## config.mk

```make
export PLATFORM = sky130hd
export DESIGN_NAME = sdram_refresh_scheduler
export DESIGN_NICKNAME = d
export VERILOG_FILES = /design/src/rtl/sdram_refresh_scheduler.sv
export SDC_FILE = /design/constraint.sdc
export NUM_CORES = 1
export LEC_CHECK = 0
export CORE_ASPECT_RATIO = 2
export CORE_MARGIN = 1.5
export CORE_UTILIZATION = 40
export CTS_CLUSTER_SIZE = 40
export DETAILED_ROUTE_END_ITERATION = 10
export HOLD_SLACK_MARGIN = 0.12
export REMOVE_ABC_BUFFERS = 1
export SYNTH_ARGS = -nofsm -noshare
export SYNTH_HDL_FRONTEND = slang
export SYNTH_SLANG_ARGS = --single-unit
```

## constraint.sdc

```tcl
create_clock -name clock -period 2 [get_ports clock]
set_input_delay 0.2 -clock clock [delete_from_list [all_inputs] [get_ports clock]]
set_output_delay 0.2 -clock clock [all_outputs]
set_load 0.05 [all_outputs]
```

## src/rtl/sdram_refresh_scheduler.sv

```systemverilog
// SDRAM auto-refresh scheduler: counts refresh intervals, tracks owed refreshes,
// issues them opportunistically on a quiet bus and forces a drain (holding the
// arbiter) once the debt reaches URGENT_LEVEL. All outputs are registered.
// Ports: clock/reset_n (async active-low); enable, ctrl_idle, arb_pending,
//   refresh_ack, refresh_done in; refresh_req, hold_masters, owed, overflow out.
// Optional: define SDRAM_REFRESH_STATS_EN to add refresh_count / urgent_count.
module sdram_refresh_scheduler #(
  parameter int unsigned REFI_CYCLES  = 390,
  parameter int unsigned MAX_OWED     = 8,
  parameter int unsigned URGENT_LEVEL = 6
) (
  input  logic                          clock,
  input  logic                          reset_n,
  input  logic                          enable,
  input  logic                          ctrl_idle,
  input  logic                          arb_pending,
  output logic                          refresh_req,
  input  logic                          refresh_ack,
  input  logic                          refresh_done,
  output logic                          hold_masters,
  output logic [$clog2(MAX_OWED+1)-1:0] owed,
  output logic                          overflow
`ifdef SDRAM_REFRESH_STATS_EN
  ,
  output logic [31:0]                   refresh_count,
  output logic [15:0]                   urgent_count
`endif
);

  localparam int unsigned OW = $clog2(MAX_OWED + 1);
  localparam int unsigned CW = $clog2(REFI_CYCLES);
  localparam logic [CW-1:0] CNT_RELOAD  = CW'(REFI_CYCLES - 1);
  localparam logic [OW-1:0] OWED_MAX    = OW'(MAX_OWED);
  localparam logic [OW-1:0] OWED_URGENT = OW'(URGENT_LEVEL);

  typedef enum logic [1:0] {
    ST_IDLE,
    ST_URGENT,
    ST_REQ,
    ST_WAIT_DONE
  } state_t;

  logic [CW-1:0] cnt_q, cnt_d;
  logic          tick_q, tick_d;
  logic [OW-1:0] owed_q, owed_d;
  logic          overflow_q, overflow_d;
  state_t        state_q, state_d;
  logic          drain_q, drain_d;
  logic          refresh_req_q, refresh_req_d;
  logic          more_drain;

  // Interval counter; the tick is registered so owed moves one edge later.
  always_comb begin
    cnt_d  = cnt_q;
    tick_d = 1'b0;
    if (!enable) begin
      cnt_d = CNT_RELOAD;
    end else if (cnt_q == '0) begin
      cnt_d  = CNT_RELOAD;
      tick_d = 1'b1;
    end else begin
      cnt_d = cnt_q - 1'b1;
    end
  end

  // Owed counter. A tick and an ack together cancel, so a tick at saturation
  // only loses a refresh (and flags overflow) when no ack accompanies it.
  always_comb begin
    owed_d     = owed_q;
    overflow_d = overflow_q;
    if (!enable) begin
      owed_d = '0;
    end else if (tick_q && !refresh_ack) begin
      if (owed_q == OWED_MAX) overflow_d = 1'b1;
      else                    owed_d     = owed_q + 1'b1;
    end else if (refresh_ack && !tick_q && (owed_q != '0)) begin
      owed_d = owed_q - 1'b1;
    end
  end

  // Post-update owed decides whether a forced drain continues, so an ack
  // arriving together with done is already accounted for.
  assign more_drain = drain_q && (owed_d != '0);

  always_comb begin
    state_d = state_q;
    drain_d = drain_q;
    unique case (state_q)
      ST_IDLE: begin
        if (enable && (owed_q >= OWED_URGENT)) begin
          state_d = ST_URGENT;
          drain_d = 1'b1;
        end else if (enable && (owed_q != '0) && ctrl_idle && !arb_pending) begin
          state_d = ST_REQ;
        end
      end
      ST_URGENT: begin
        // Disabling abandons a drain that has not yet issued a request.
        if (!enable) begin
          state_d = ST_IDLE;
          drain_d = 1'b0;
        end else if (ctrl_idle) begin
          state_d = ST_REQ;
        end
      end
      ST_REQ: begin
        if (refresh_ack) begin
          if (!refresh_done) begin
            state_d = ST_WAIT_DONE;
          end else if (more_drain) begin
            state_d = ST_REQ;
          end else begin
            state_d = ST_IDLE;
            drain_d = 1'b0;
          end
        end
      end
      ST_WAIT_DONE: begin
        if (refresh_done) begin
          if (more_drain) begin
            state_d = ST_REQ;
          end else begin
            state_d = ST_IDLE;
            drain_d = 1'b0;
          end
        end
      end
      default: begin
        state_d = ST_IDLE;
        drain_d = 1'b0;
      end
    endcase
    refresh_req_d = (state_d == ST_REQ);
  end

  always_ff @(posedge clock or negedge reset_n) begin
    if (!reset_n) begin
      cnt_q         <= CNT_RELOAD;
      tick_q        <= 1'b0;
      owed_q        <= '0;
      overflow_q    <= 1'b0;
      state_q       <= ST_IDLE;
      drain_q       <= 1'b0;
      refresh_req_q <= 1'b0;
    end else begin
      cnt_q         <= cnt_d;
      tick_q        <= tick_d;
      owed_q        <= owed_d;
      overflow_q    <= overflow_d;
      state_q       <= state_d;
      drain_q       <= drain_d;
      refresh_req_q <= refresh_req_d;
    end
  end

  assign refresh_req  = refresh_req_q;
  assign hold_masters = drain_q;
  assign owed         = owed_q;
  assign overflow     = overflow_q;

`ifdef SDRAM_REFRESH_STATS_EN
  logic [31:0] refresh_count_q, refresh_count_d;
  logic [15:0] urgent_count_q, urgent_count_d;

  always_comb begin
    refresh_count_d = refresh_count_q;
    urgent_count_d  = urgent_count_q;
    if (refresh_ack) refresh_count_d = refresh_count_q + 32'd1;
    if ((state_q == ST_IDLE) && (state_d == ST_URGENT)) urgent_count_d = urgent_count_q + 16'd1;
  end

  always_ff @(posedge clock or negedge reset_n) begin
    if (!reset_n) begin
      refresh_count_q <= '0;
      urgent_count_q  <= '0;
    end else begin
      refresh_count_q <= refresh_count_d;
      urgent_count_q  <= urgent_count_d;
    end
  end

  assign refresh_count = refresh_count_q;
  assign urgent_count  = urgent_count_q;
`else
  // Statistics counters are not built in this configuration.
`endif

endmodule
```

# Yosys cells after proc, flatten, opt, wreduce, memory -nomap -nowiden
# Cells that the tools add are included.
# totals
in_bits	7
regBits	19
out_inout_bits	7
wordCells	59
# classes
mux	23
reduce_logical	17
order_cmp	1
n_addsub	3
n_eq_ne	8
# ops
operator	count
$mux 9	2
$mux 2	8
$mux 4	4
$logic_not 9->1	1
$sub 9x1->9 const B	1
$logic_and 1x1->1	8
$pmux 2 s4	1
$reduce_bool 4->1	2
$mux 1	7
$eq 2x2->1 const B	3
$ne 2x2->1 const B	3
$reduce_and 3->1	2
$add 4x1->4 const B	1
$eq 4x4->1 const B	1
$ge 4x3->1 const B	1
$pmux 1 s4	1
$sub 4x1->4 const B	1
$logic_not 1->1	3
$eq 2x1->1 const B	1
$logic_not 2->1	1

# Depth between registers and ports, before layout
# Gate-level depths: netlist of the first run.
# logic_depth
depth_word	13
depth_mapped	7
depth_no_buf	7

# Worst setup path after synthesis of the first run
# No wires, ideal clock.
# synth_timing
kind	reg2reg
from	reg owed_q[1], in the netlist owed[1]
to	reg drain_q, in the netlist hold_masters
stages_incl_launch_ff	8
setup_ns	0.130
path_buffers	0
arrival_time_ns	2.113
t_required_ns	1.870
synth_period_minus_slack_ns	2.244
slack_ns	-0.244
cell_sequence	dfrtp_1 inv_1 ha_1 and4b_4 a311oi_2 o22ai_1 a2111oi_2 o21ai_1
# synth_between
elab_chain_len	11
word_cells_on_any_way	19
classes_between	2 x add/sub; 1 x order compare; 2 x eq/ne; 8 x mux; 6 x reduce/logical
# synth_lines
item	line	source
start: declaration	45	logic [OW-1:0] owed_q, owed_d;
start signal: assignment	148	owed_q <= owed_d;
parallel branches: the longest is 11 deep, another holds $sub 4x1->4	--	
end signal: assignment	151	drain_q <= drain_d;
end: declaration	48	logic drain_q, drain_d;
# Parallel ways; which one is timed is not known. The select of a mux whose other input is x is not followed.
# A chain may end at the register's enable or synchronous reset.

# Worst setup path after layout of the first run
# Ends and elaborated chain as after synthesis.

==> summary.txt, run 1 <==
Outcome
  • Status: finished clean

Logic synthesis
  • Seq cells post-synth: 19
  • Syn avg cell area: 9.47 sq um
  • Synth unique cells: 43
  • Synth Cell Area: 1140 sq um
  • Cells after synthesis: 120
  • Syn. warnings: 0
  • Post-synth EDFFs: 0
  • Largest area contributor in the netlist: dfrtp_1
  • Register area share after synthesis: 0.423
  • Primary FF master, synth: dfrtp_1
  • Post-synth top area share: 0.330
  • Async SR Flop Fraction: 1.00
  • Synth area leaders: dfrtp_1, dfstp_2, ha_1, xnor2_1, nor2_1

Clocking
  • Clock root buffer: clkbuf_8
  • Post-cts sizing count: 0
  • Clock slew at reported path FFs: 0.07 ns
  • Clk sinks: 19
  • CTS tree: done
  • Hold-fix buffers, CTS: 0
  • Clock latency on the worst-skew pair: 0.26 ns
  • Max Buffers Root-to-Sink: 2
  • Clock buffer count from CTS: 3
  • Setup Fix Bufs, Post-CTS: 0
  • Htree depth: 1

Placement
  • Final HPWL DP: 2.10 mm
  • Dpl cells: 170
  • GPL Wtd Cong: 0.709
  • Cell Area, Placed: 1360 sq um
  • IO Port Bufs: 13

GRT
  • Vias in the first global route: 948
  • Largest net degree at the start of global routing: 20
  • First-pass GRT wire length: 4.20 mm
  • Gr ovfl total: 0
  • GRT Total Usage: 0.193
  • Initial antenna violation count: 0

Pwr
  • Leakage: 0.633 nW
  • Max IR drop VDD: 0.000787 V
  • Design Power: 2.10 mW
  • Pwr Density: 1440 nW/um^2

Routing
  • # DRC: 0
  • Average wire per standard cell: 15.7 um
  • Via/cell ratio: 5.64
  • Final ANT Viol Nets: 0
  • Vias post-DR: 981
  • TritonRoute pass-1 iters: 4
  • Routed Wire Length: 2.73 mm
  • Starting DRT DRC Count: 22

Hold path
  • Hold Crit Class: primary input to async pin

Timing
  • Final min period: 1.91 ns
  • Max Clock Skew: 0.00178 ns
  • Slew margin rel.: 0.667
  • Final Cycle Share: 0.955
  • Endpoints failing setup: 0
  • Final Hold Vio Count: 0
  • Max Slew Vio Count: 0
  • Worst-margin pin slew: 0.498 ns
  • FMAX: 524 MHz

Die
  • Die Y: 78.4 um
  • Top Ports: 14
  • Initial Util: 0.415
  • Row cnt: 27
  • Core area: 2740 sq um
  • Die area: 3190 sq um
  • Die width: 40.7 um

Setup path
  • Startpoint Class: flip-flop
  • Critical path peak fanout: 4
  • Endpoint class of the critical path: flip-flop
  • Crit Path Class: flip-flop to flip-flop
  • Worst Path Required: 2.14 ns
  • Arr. time, crit path: 2.05 ns

Final layout
  • Final nets: 157
  • Share of cells above drive strength 1: 0.234
  • Fin cells: 174
  • Antenna cells: 0
  • Commonest non-fill, non-tap cell in the layout: dfrtp_1
  • Final core occ: 0.535
  • P&R area growth vs syn: 29.0%
  • Design area: 1470 sq um
  • Most frequent cells in the layout: dfrtp_1, clkdlybuf4s50_1, buf_4

Run
  • MaxCap Viol Count: 0
[cell usage after synthesis, drive strengths merged (3+ instances only)]
| cell type | n |
|---|---|
| o21ai | 6 |
| dfrtp | 15 |
| and2 | 4 |
| and3 | 3 |
| o31ai | 3 |
| a21oi | 7 |
| xnor2 | 5 |
| nor2 | 11 |
| inv | 10 |
| ha | 4 |
| nand3 | 4 |
| nand2 | 9 |
| dfstp | 4 |
[final cells by class]
class / count / area (sq um)
timing repair buffer: 25 / 220
clock buffer: 3 / 41.3
clock inverter: 1 / 5.00
tap: 29 / 36.3
inverter: 10 / 37.5
fill: 248 / 1270
multi-input combinational: 87 / 644
sequential: 19 / 480
[final timing paths]
kind	cells past startpoint	slack [ns]	from	end
max in group asynchronous	2	1.47	reset_n	cnt_q[2]
min reg2reg	2	0.46	overflow	overflow
max	9	0.09	owed[1]	hold_masters
min	2	0.27	reset_n	tick_q
min in group clock	2	0.46	overflow	overflow
max reg2reg	9	0.09	owed[1]	hold_masters
[critical path, stage by stage (launching register included)]
cell and delay [ns]:
dfrtp_1 0.38, inv_1 0.09, ha_2 0.21, buf_4 0.14, nand2b_1 0.10, o22ai_2 0.17
xnor2_2 0.11, buf_4 0.16, a2111oi_4 0.34, o21ai_1 0.10
[power by group]
group / internal (mW) / leakage, nW / switching (mW)
registers: 0.466 / 0.236 / 0.0984
clock network: 0.139 / 0.0255 / 0.126
logic: 0.582 / 0.371 / 0.691
[sequential cells by signal, indices dropped and copies added, names as in the netlist]
register	flops
tick_q	1
hold_masters	1
owed	4
refresh_req	1
cnt_q	9
state_q	2
overflow	1
[layer usage]
metal | global-route usage | vias up | part of all wire
li1 | - | 478 | -
met1 | 0.193 | 480 | 0.37
met2 | 0.359 | 18 | 0.59
met3 | 0.0169 | 5 | 0.022
met4 | 0.0800 | 0 | 0.018
met5 | 0 | - | 0
[cells by family after synthesis]
logic type,Yosys count,synth area share
AO/OA/AOI/OAI,31,0.203
XOR/XNOR,7,0.0540
adder cells (fa/ha/maj),4,0.0441
buffers and inverters,14,0.0595
flip-flops,19,0.423
multiplexers,1,0.00881
AND/OR/NAND/NOR,44,0.208
[per-stage QoR]
step	hold WS (ns)	worst slack [ns]	setup TNS, ns
floorplan	-0.0956	-0.244	-0.572
global placement	0.437	-0.0206	-0.0366
detailed placement	0.450	-0.0492	-0.0841
CTS	0.269	0.0599	0
global route	0.306	-0.0282	-0.0553
finish	0.267	0.0907	0
Power figures use the tool's default switching activity.
==> run 2, diff against run 1 <==
- SETUP_SLACK_MARGIN: not set -> 0.2
==> run 2 against run 1 <==
Via count rose by 0.61%. Sequential share of layout area fell by 0.63 points. Wire length fell by 0.62%. Register-to-register slack improved by 0.14 ns. Power rose by 2.7%. Cell area rose by 2.0%. Global-route usage rose by 0.43 points. Fmax rose by 7.9%. Highest routed layer unchanged. Hold slack barely moved. Critical endpoint unchanged. Clock power barely moved.
==> summary.txt, run 2 (synthesis gave the netlist of run 1 again) <==
Setup path
  • Endpoint class of the critical path: flip-flop
  • Critical Path Max Stage Delay: 0.52 ns
  • Worst R2R Path Depth: 5
  • Reg2Reg Setup Slack: 0.23 ns
  • Stages on worst setup path: 5
  • RR Endpoint: hold_masters
  • Worst r2r src: owed[3]
  • Worst Path Required: 2.14 ns
  • Crit-path slowest cell: dfrtp_1
  • CP bufs+invs: 0
  • Arr. time, crit path: 1.91 ns
  • Startpoint Class: flip-flop
  • Critical path peak fanout: 10
  • Worst-path cell chain: and4b_4 -> a311oi_2 -> o22ai_2 -> a2111oi_4 -> o21ai_1
  • CP delay by family, top: compound AO/OA/AOI/OAI gates
  • Crit Path Class: flip-flop to flip-flop

Final layout
  • Design area: 1490 sq um
  • Register area: 480 sq um
  • Antenna cells: 0
  • Top reg by flops: cnt_q
  • Most frequent cells in the layout: dfrtp_1, nor2_1, buf_4
  • Share of cells above drive strength 1: 0.262
  • P&R area growth vs syn: 31.5%
  • Fillers: 247
  • Final nets: 157
  • Final core occ: 0.546
  • Multi-input gate area: 667 sq um
  • Max reg flops: 9
  • Commonest non-fill, non-tap cell in the layout: dfrtp_1

GRT
  • Initial antenna violation count: 0
  • GRT Total Usage: 0.197
  • Vias in the first global route: 982
  • Gr ovfl total: 0
  • First-pass GRT wire length: 4.31 mm
  • Largest net degree at the start of global routing: 20

Timing
  • Max Slew Vio Count: 0
  • FMAX: 565 MHz
  • Worst-margin pin slew: 0.512 ns
  • Final min period: 1.77 ns
  • Final Cycle Share: 0.885
  • Setup TNS: 0 ns
  • Endpoints failing setup: 0
  • Slew margin rel.: 0.658
  • Max Clock Skew: 0.00159 ns
  • RSZ-0062 raised after global routing: yes
  • Final Hold Vio Count: 0

Pwr
  • Int Power: 1.23 mW
  • Pwr Density: 1450 nW/um^2
  • Comb pwr share: 0.612
  • Max IR drop VDD: 0.000684 V
  • NetSw: 0.933 mW
  • Register share of total power: 0.265
  • Leakage: 0.681 nW
  • Switching share of power: 0.432
  • Clk pwr share: 0.123

Routing
  • Via/cell ratio: 5.67
  • Final ANT Viol Nets: 0
  • # DRC: 0
  • TritonRoute pass-1 iters: 4
  • Routed Wire Length: 2.71 mm
  • Vias post-DR: 987
  • Average wire per standard cell: 15.6 um
  • Starting DRT DRC Count: 19

Hold path
  • Hold Crit Class: primary input to async pin

Placement
  • GPL Wtd Cong: 0.709
  • Final HPWL DP: 2.10 mm
  • Cell Area, Placed: 1360 sq um
  • IO Port Bufs: 13

Die
  • Initial Util: 0.415
  • Die Y: 78.4 um
  • Row cnt: 27
  • Die area: 3190 sq um
  • Core area: 2740 sq um
  • Top Ports: 14
  • Die width: 40.7 um

Clocking
  • Htree depth: 1
  • Hold-fix buffers, CTS: 0
  • Max Buffers Root-to-Sink: 2
  • Clock buffer count from CTS: 3
  • Clk sinks: 19
  • Clock latency on the worst-skew pair: 0.26 ns
  • Clock root buffer: clkbuf_8
  • Clock slew at reported path FFs: 0.07 ns
  • Setup Fix Bufs, Post-CTS: 0
  • CTS tree: done

Outcome
  • Status: finished clean

Run
  • MaxCap Viol Count: 0
run 2: worst max path at each step:
stage           startpoint      endpoint  slack (ns)
4_1_cts            owed[1]  hold_masters        0.19
2_1_floorplan      owed[1]  hold_masters       -0.24
5_1_grt            owed[1]  hold_masters        0.12
3_5_place_dp   refresh_ack  hold_masters       -0.05
6_report           owed[3]  hold_masters        0.23
3_3_place_gp   refresh_ack  hold_masters       -0.02
run 2: final cells by class:
cell class                 count  share of cell area
clock buffer                   3              0.0276
timing repair buffer          25               0.152
multi-input combinational     87               0.446
inverter                      10              0.0251
tap                           29              0.0243
sequential                    19               0.322
clock inverter                 1             0.00335
run 2: routing by layer:
| metal | wire length (um) | track usage | part of all wire | up-vias |
|---|---|---|---|---|
| met2 | 1630 | 0.373 | 0.60 | 24 |
| met5 | 0 | 0 | 0 | - |
| li1 | - | - | - | 478 |
| met4 | 42 | 0.0800 | 0.015 | 0 |
| met1 | 966 | 0.191 | 0.36 | 481 |
| met3 | 75 | 0.0169 | 0.028 | 4 |
run 2: power groups by stage:
| stage | combinational [mW] | clock (mW) | sequential (mW) |
|---|---|---|---|
| after floorplan | 0.496 | 0 | 0.733 |
| after global placement | 1.11 | 0 | 0.563 |
| after detailed placement | 1.11 | 0 | 0.569 |
| after CTS | 1.25 | 0.272 | 0.564 |
| after global routing | 1.42 | 0.296 | 0.583 |
| final | 1.32 | 0.265 | 0.573 |
run 2: per-stage QoR:
step           worst slack (ns)  hold slack [ns]  instances  total power [mW]
6_report                  0.231            0.268        174              2.16
5_1_grt                   0.121            0.306        174              2.30
4_1_cts                   0.192            0.269        174              2.09
3_5_place_dp            -0.0492            0.450        170              1.68
3_3_place_gp            -0.0206            0.437        170              1.67
2_1_floorplan            -0.244          -0.0956        116              1.23
run 2: worst reg2reg max path: stages (launching register included):
cell,delay [ns]
dfrtp_1,0.52
and4b_4,0.28
a311oi_2,0.26
o22ai_2,0.13
a2111oi_4,0.36
o21ai_1,0.10
run 2: repair_timing:
| item | in CTS | in global routing |
|---|---|---|
| pin swaps | 2 | 8 |
| gates resized for setup | 11 | 10 |
| endpoints found under the hold margin | 0 | 0 |
| gates cloned | 0 | 0 |
| endpoints found under the setup margin | 5 | 8 |
